`config.mk`:
```
export PLATFORM = sky130hd
export DESIGN_NAME = button_debounce_fsm
export DESIGN_NICKNAME = d
export VERILOG_FILES = /design/src/rtl/button_debounce_fsm.sv
export SDC_FILE = /design/constraint.sdc
export NUM_CORES = 1
export LEC_CHECK = 0
export CORE_MARGIN = 10
export CORE_UTILIZATION = 45
export DETAILED_ROUTE_END_ITERATION = 7
export MAX_ROUTING_LAYER = met4
export PLACE_DENSITY_LB_ADDON = 0.05
export SLEW_MARGIN = 20
export SYNTH_ARGS = -nofsm -noshare
export SYNTH_HDL_FRONTEND = slang
export SYNTH_SLANG_ARGS = --single-unit
```
`constraint.sdc`:
```
create_clock -name clk -period 2.2 [get_ports clk]
set_clock_uncertainty 0.1 [all_clocks]
set_input_delay 0.55 -clock clk [delete_from_list [all_inputs] [get_ports clk]]
set_output_delay 0.55 -clock clk [all_outputs]
set_load 0.005 [all_outputs]
```
`src/rtl/button_debounce_fsm.sv`:
```
// button_debounce_fsm: synchronises a bouncing button and qualifies each level change over timer ticks
module button_debounce_fsm #(
  parameter int STABLE_TICKS = 4,
  parameter int HOLD_TICKS = 50,
  parameter bit BTN_ACTIVE_LOW = 1'b0
) (
  input  logic clk,
  input  logic reset,
  input  logic btn_raw,
  input  logic tick,
  output logic tick_en,
  output logic db_level,
  output logic db_rise,
  output logic db_fall,
  output logic db_hold
);
  localparam int DW = $clog2(STABLE_TICKS + 1);
  localparam int HW = HOLD_TICKS > 0 ? $clog2(HOLD_TICKS + 1) : 1;
  typedef enum logic [1:0] {S_LOW, S_WAIT_H, S_HIGH, S_WAIT_L} state_t;
  state_t state;
  logic [1:0] sync;
  logic [DW-1:0] deb_cnt;
  logic [HW-1:0] hold_cnt;
  logic hold_done, btn_s, deb_last, hold_last;
  assign btn_s = sync[1] ^ BTN_ACTIVE_LOW;
  assign deb_last = deb_cnt == DW'(STABLE_TICKS - 1);
  assign hold_last = hold_cnt == HW'(HOLD_TICKS - 1);
  // a btn_s reversal is tested before tick in every wait state, so it wins
  always_ff @(posedge clk) begin
    if (reset) begin
      sync <= {2{BTN_ACTIVE_LOW}};
      state <= S_LOW;
      deb_cnt <= '0;
      hold_cnt <= '0;
      hold_done <= 1'b0;
      tick_en <= 1'b0;
      db_level <= 1'b0;
      db_rise <= 1'b0;
      db_fall <= 1'b0;
      db_hold <= 1'b0;
    end else begin
      sync <= {sync[0], btn_raw};
      db_rise <= 1'b0;
      db_fall <= 1'b0;
      db_hold <= 1'b0;
      case (state)
        S_LOW: if (btn_s) begin
          state <= S_WAIT_H;
          deb_cnt <= '0;
          tick_en <= 1'b1;
        end
        S_WAIT_H: if (!btn_s) begin
          state <= S_LOW;
          tick_en <= 1'b0;
        end else if (tick) begin
          if (deb_last) begin
            state <= S_HIGH;
            db_level <= 1'b1;
            db_rise <= 1'b1;
            hold_cnt <= '0;
            hold_done <= 1'b0;
          end else deb_cnt <= deb_cnt + 1'b1;
        end
        S_HIGH: if (!btn_s) begin
          state <= S_WAIT_L;
          deb_cnt <= '0;
        end else if (tick && HOLD_TICKS != 0 && !hold_done) begin
          if (hold_last) begin
            db_hold <= 1'b1;
            hold_done <= 1'b1;
          end else hold_cnt <= hold_cnt + 1'b1;
        end
        S_WAIT_L: if (btn_s) state <= S_HIGH;
        else if (tick) begin
          if (deb_last) begin
            state <= S_LOW;
            db_level <= 1'b0;
            db_fall <= 1'b1;
            tick_en <= 1'b0;
          end else deb_cnt <= deb_cnt + 1'b1;
        end
      endcase
    end
  end
endmodule

```
## Word level (Yosys, flattened, before mapping)

Index checks and enable logic that the tools add are counted.

| word-level totals | value |
|---|---|
| flip-flop bits (word level) | 19 |
| input bits | 4 |
| output and inout port bits | 5 |

| cells by class | value |
|---|---|
| reductions and logical operators | 15 |
| mux-type cells | 41 |
| add/sub/neg operators | 2 |
| bitwise gates (word level) | 5 |
| equal/unequal tests | 22 |

Operator list:

| kind | count |
|---|---|
| $mux 6 | 6 |
| $ne 2x2->1 const B | 13 |
| $reduce_and 7->1 | 3 |
| $mux 3 | 6 |
| $mux 2 | 8 |
| $mux 1 | 15 |
| $ne 3x3->1 const B | 4 |
| $pmux 3 s4 | 1 |
| $pmux 6 s2 | 1 |
| $reduce_and 6->1 | 2 |
| $pmux 2 s4 | 1 |
| $add 6x1->6 const B | 1 |
| $eq 6x6->1 const B | 1 |
| $reduce_or 3->1 | 2 |
| $not 1->1 | 5 |
| $eq 2x2->1 const B | 2 |
| $pmux 1 s2 | 2 |
| $reduce_and 4->1 | 1 |
| $reduce_bool 2->1 | 2 |
| $reduce_or 4->1 | 1 |
| $add 3x1->3 const B | 1 |
| $eq 3x2->1 const B | 1 |
| $pmux 1 s3 | 1 |
| $reduce_bool 3->1 | 1 |
| other kinds (4) | 4 |

## Depth between registers and ports, before layout

| depth | value |
|---|---|
| word-level depth | 5 |
| gate-level depth with buffers | 6 |

## Worst setup path after synthesis

Ideal clock, no wire load.

| path | value |
|---|---|
| path kind | register to register |
| start point | register deb_cnt[0] |
| end point | register hold_cnt[2] |
| setup slack | 611 ps |
| arrival time | 1369 ps |
| required time | 1980 ps |
| buffers on the path | 0 |
| cell stages (with the launch flop) | 7 |
| library setup time | 120 ps |
| clock period less this slack | 1589 ps |
| path through | dfxtp_1 > ha_1 > ha_1 > and3_2 > a21oi_2 > and2_4 > a211o_1 |

| on the way | value |
|---|---|
| word-level cells in the longest chain between the ends | 3 |

Ends and longest elaborated chain:

| element | RTL line | RTL |
|---|---|---|
| start: declaration | 22 | `logic [DW-1:0] deb_cnt;` |
| start signal: assignment | 62 | `end else deb_cnt <= deb_cnt + 1'b1;` |
| start signal: assignment | 80 | `end else deb_cnt <= deb_cnt + 1'b1;` |
| $eq 3x2->1 | 26 | `assign deb_last = deb_cnt == DW'(STABLE_TICKS - 1);` |
| $ne 2x2->1 (no source line) | -- |  |
| $reduce_and 7->1 (no source line) | -- |  |
| end signal: assignment | 71 | `end else hold_cnt <= hold_cnt + 1'b1;` |
| end: declaration | 23 | `logic [HW-1:0] hold_cnt;` |

No other way between the ends.
A chain may end at the register's enable or synchronous reset.

## Worst setup path in the final report

| path | value |
|---|---|
| start point | register db_level |
| end point | output db_level |

RTL lines:

| element | RTL line | RTL |
|---|---|---|
| start: declaration | 12 | `output logic db_level,` |
| start signal: assignment | 37 | `db_level <= 1'b0;` |
| start signal: assignment | 58 | `db_level <= 1'b1;` |
| start signal: assignment | 77 | `db_level <= 1'b0;` |

No word-level cell between the ends.

==> run_results.csv <==
group,metric,value,unit
status,status,"finished, final reports clean",
finish,area_growth,13.7,%
yosys,ys_ff_latch,19,
grt,antenna_found_initial,0,
timing,worst_slew_pin_slew,0.378,ns
yosys,ys_types,37,
critical_path,critPathBufInv,1,
critical_path,crit_chain,"clkdlybuf4s50_1",
clocking,cts_root_buf,"clkbuf_4",
floorplanning,die_x,66.4,um
clocking,clk_pin_slew,0.10,ns
grt,grtUsageMet3,0.0254,
routing,drt_iter0_drc,48,
critical_path,crit_family,"buffers and inverters",
critical_path,critPathLaunchType,"flip-flop",
power,vdd_drop_max,0.000368,V
yosys,dominantRegCellSynth,"dfxtp_1",
timing,finalSetupTns,0,ns
worst_hold_path,min_from,"sync[0]",
clocking,insertion_delay,0.29,ns
run,cap_viol_max_count,0,
timing,slew-limit-headroom,0.748,
timing,rsz0062_at_grt,"no",
critical_path,reg2reg_depth,6,
floorplanning,die_area,4400,um^2
timing,slew_viol_final,0,
critical_path,cp_max_fo,3,
clocking,hold_buffers,0,
placed_design,dp_hpwl,1270,um
clocking,cts_buffers,3,
routing,ant_nets,0,
worst_hold_path,hp-class,"reg -> reg",
clocking,cts.path.max_buffers,2,
floorplanning,die_h,66.4,um
worst_hold_path,min_to,"sync[1]",
timing,hold_violations,0,
yosys,ys_seq_area_frac,0.393,
grt,grt_start_max_net_pins,12,
finish,final_cell_mix,"dfxtp_1, nor2_1, nand2_1",
yosys,syn-num-nets,109,
routing,dr.pass1.iters,4,
placed_design,pre_cts_ws,0.121,ns
critical_path,cp-end-kind,"output port",
timing,setup_slack,0.403,ns
routing,drt_drc_violations_left,0,
worst_hold_path,hold_depth,1,
grt,grt_usage,0.0788,
floorplanning,initial_utilization,0.483,
power,power.density,503,nW/um^2
power,p_leak,0.413,nW
grt,grt_pass1_wl,2730,um
floorplanning,core,2000,um^2
grt,overflow,0,
critical_path,slowest_delay,0.51,ns
finish,mostFrequentLayoutCell,"dfxtp_1",
floorplanning,ioPinCount,9,
critical_path,worstPathArrival,1.15,ns
yosys,ys_async_sr_fraction,0,
critical_path,cp_slowest_cell,"clkdlybuf4s50_1",
yosys,syn_area,967,um^2
yosys,synth_edf_count,0,
clocking,cts_resized,0,
critical_path,r2r-start,"deb_cnt[0]",
placed_design,io_buffer_count,8,
critical_path,crit_type,"reg -> out",
routing,via_per_inst,5.21,
timing,fin_crit_sh,0.817,
yosys,syn_avg_cell_area,9.67,um^2
critical_path,startpoint,"db_level",
grt,met2_usage,0.0969,
floorplanning,rows,16,
finish,drive_gt1_frac,0.171,
routing,drt_wl_total,1630,um
routing,vias,719,
critical_path,r2r_end,"hold_cnt[2]",
placed_design,routabilityCongestion,0.832,
yosys,yosys_warnings,0,
clocking,cts_tree,"built",
grt,grt_busiest_layer,"met1",
grt,use_met1,0.107,
finish,n_antenna_cell,0,
timing,setup_viol,0,
timing,min_period,1.80,ns
clocking,post-cts-setup-buffers,0,
timing,fmax,556,MHz
clocking,h-tree-depth,1,
finish,final_nets,121,
yosys,synthCells,100,
clocking,cts.sink_count,19,
grt,grt_pass1_vias,637,
critical_path,cp.required,1.55,ns
critical_path,rrSetupSlack,0.49,ns
routing,wire_per_inst,11.8,um
==> cell type report <==
type,instances,area (um^2)
Fill cell,197,902
Multi-Input combinational cell,75,549
Sequential cell,19,380
Timing Repair Buffer,11,103
Tap cell,27,33.8
Clock buffer,4,26.3
Inverter,2,7.51
==> cell usage after synthesis, types with 2 or more instances <==
| cell | instances | area (um^2) |
|---|---|---|
| o22a_1 | 3 | 26.3 |
| nand2_1 | 9 | 33.8 |
| o21ai_0 | 5 | 25.0 |
| nor2_1 | 10 | 37.5 |
| mux2i_1 | 3 | 30.0 |
| a21oi_2 | 2 | 17.5 |
| inv_1 | 2 | 7.51 |
| a21oi_1 | 3 | 15.0 |
| nor2b_1 | 5 | 31.3 |
| o21a_1 | 2 | 15.0 |
| ha_1 | 5 | 62.6 |
| nand2b_1 | 2 | 12.5 |
| nand3_1 | 5 | 25.0 |
| dfxtp_1 | 19 | 380 |
| buf_4 | 2 | 15.0 |
| nor3_1 | 2 | 10.0 |
==> through the flow <==
step | hold slack, ns | cells | utilization | instance area, um^2 | total power [mW]
floorplan | 0.314 | 100 | - | 967 | 0.376
global placement | 0.321 | 134 | 0.536 | 1070 | 0.391
detailed placement | 0.334 | 134 | 0.536 | 1070 | 0.391
CTS | 0.359 | 138 | 0.549 | 1100 | 0.561
global route | 0.376 | 138 | 0.549 | 1100 | 0.576
finish | 0.355 | 138 | 0.549 | 1100 | 0.554
==> sequential cells by signal, summed over array words and instances, names as in the netlist, named ones only <==
signal	count
db_rise	1
hold_done	1
db_hold	1
sync	2
deb_cnt	3
hold_cnt	6
state	1
tick_en	1
db_fall	1
db_level	1
==> power breakdown <==
part           leakage (nW)  switching [mW]  internal (mW)
sequential            0.154         0.00312          0.347
clock                0.0150           0.101         0.0704
combinational         0.244          0.0150         0.0174
==> routing by layer <==
layer | share of wire | vias up
met3 | 0.078 | 2
li1 | - | 373
met4 | 0.0074 | 0
met1 | 0.50 | 323
met2 | 0.41 | 21
met5 | 0 | -
==> logic make-up after synthesis <==
group / synth area share
buffers and inverters: 0.0388
XOR/XNOR: 0.00906
flip-flops: 0.393
adder cells (fa/ha/maj): 0.0647
AO/OA/AOI/OAI: 0.162
multiplexers: 0.0427
AND/OR/NAND/NOR: 0.290
==> worst max path at each step <==
| stage | cells past startpoint | slack (ns) | end |
|---|---|---|---|
| 2_1_floorplan | 6 | 0.61 | hold_cnt[2] |
| 3_3_place_gp | 5 | 0.14 | hold_cnt[5] |
| 3_5_place_dp | 5 | 0.12 | hold_cnt[5] |
| 4_1_cts | 1 | 0.38 | tick_en |
| 5_1_grt | 1 | 0.35 | db_level |
| 6_report | 1 | 0.40 | db_level |
(Power assumes the default switching activity.)
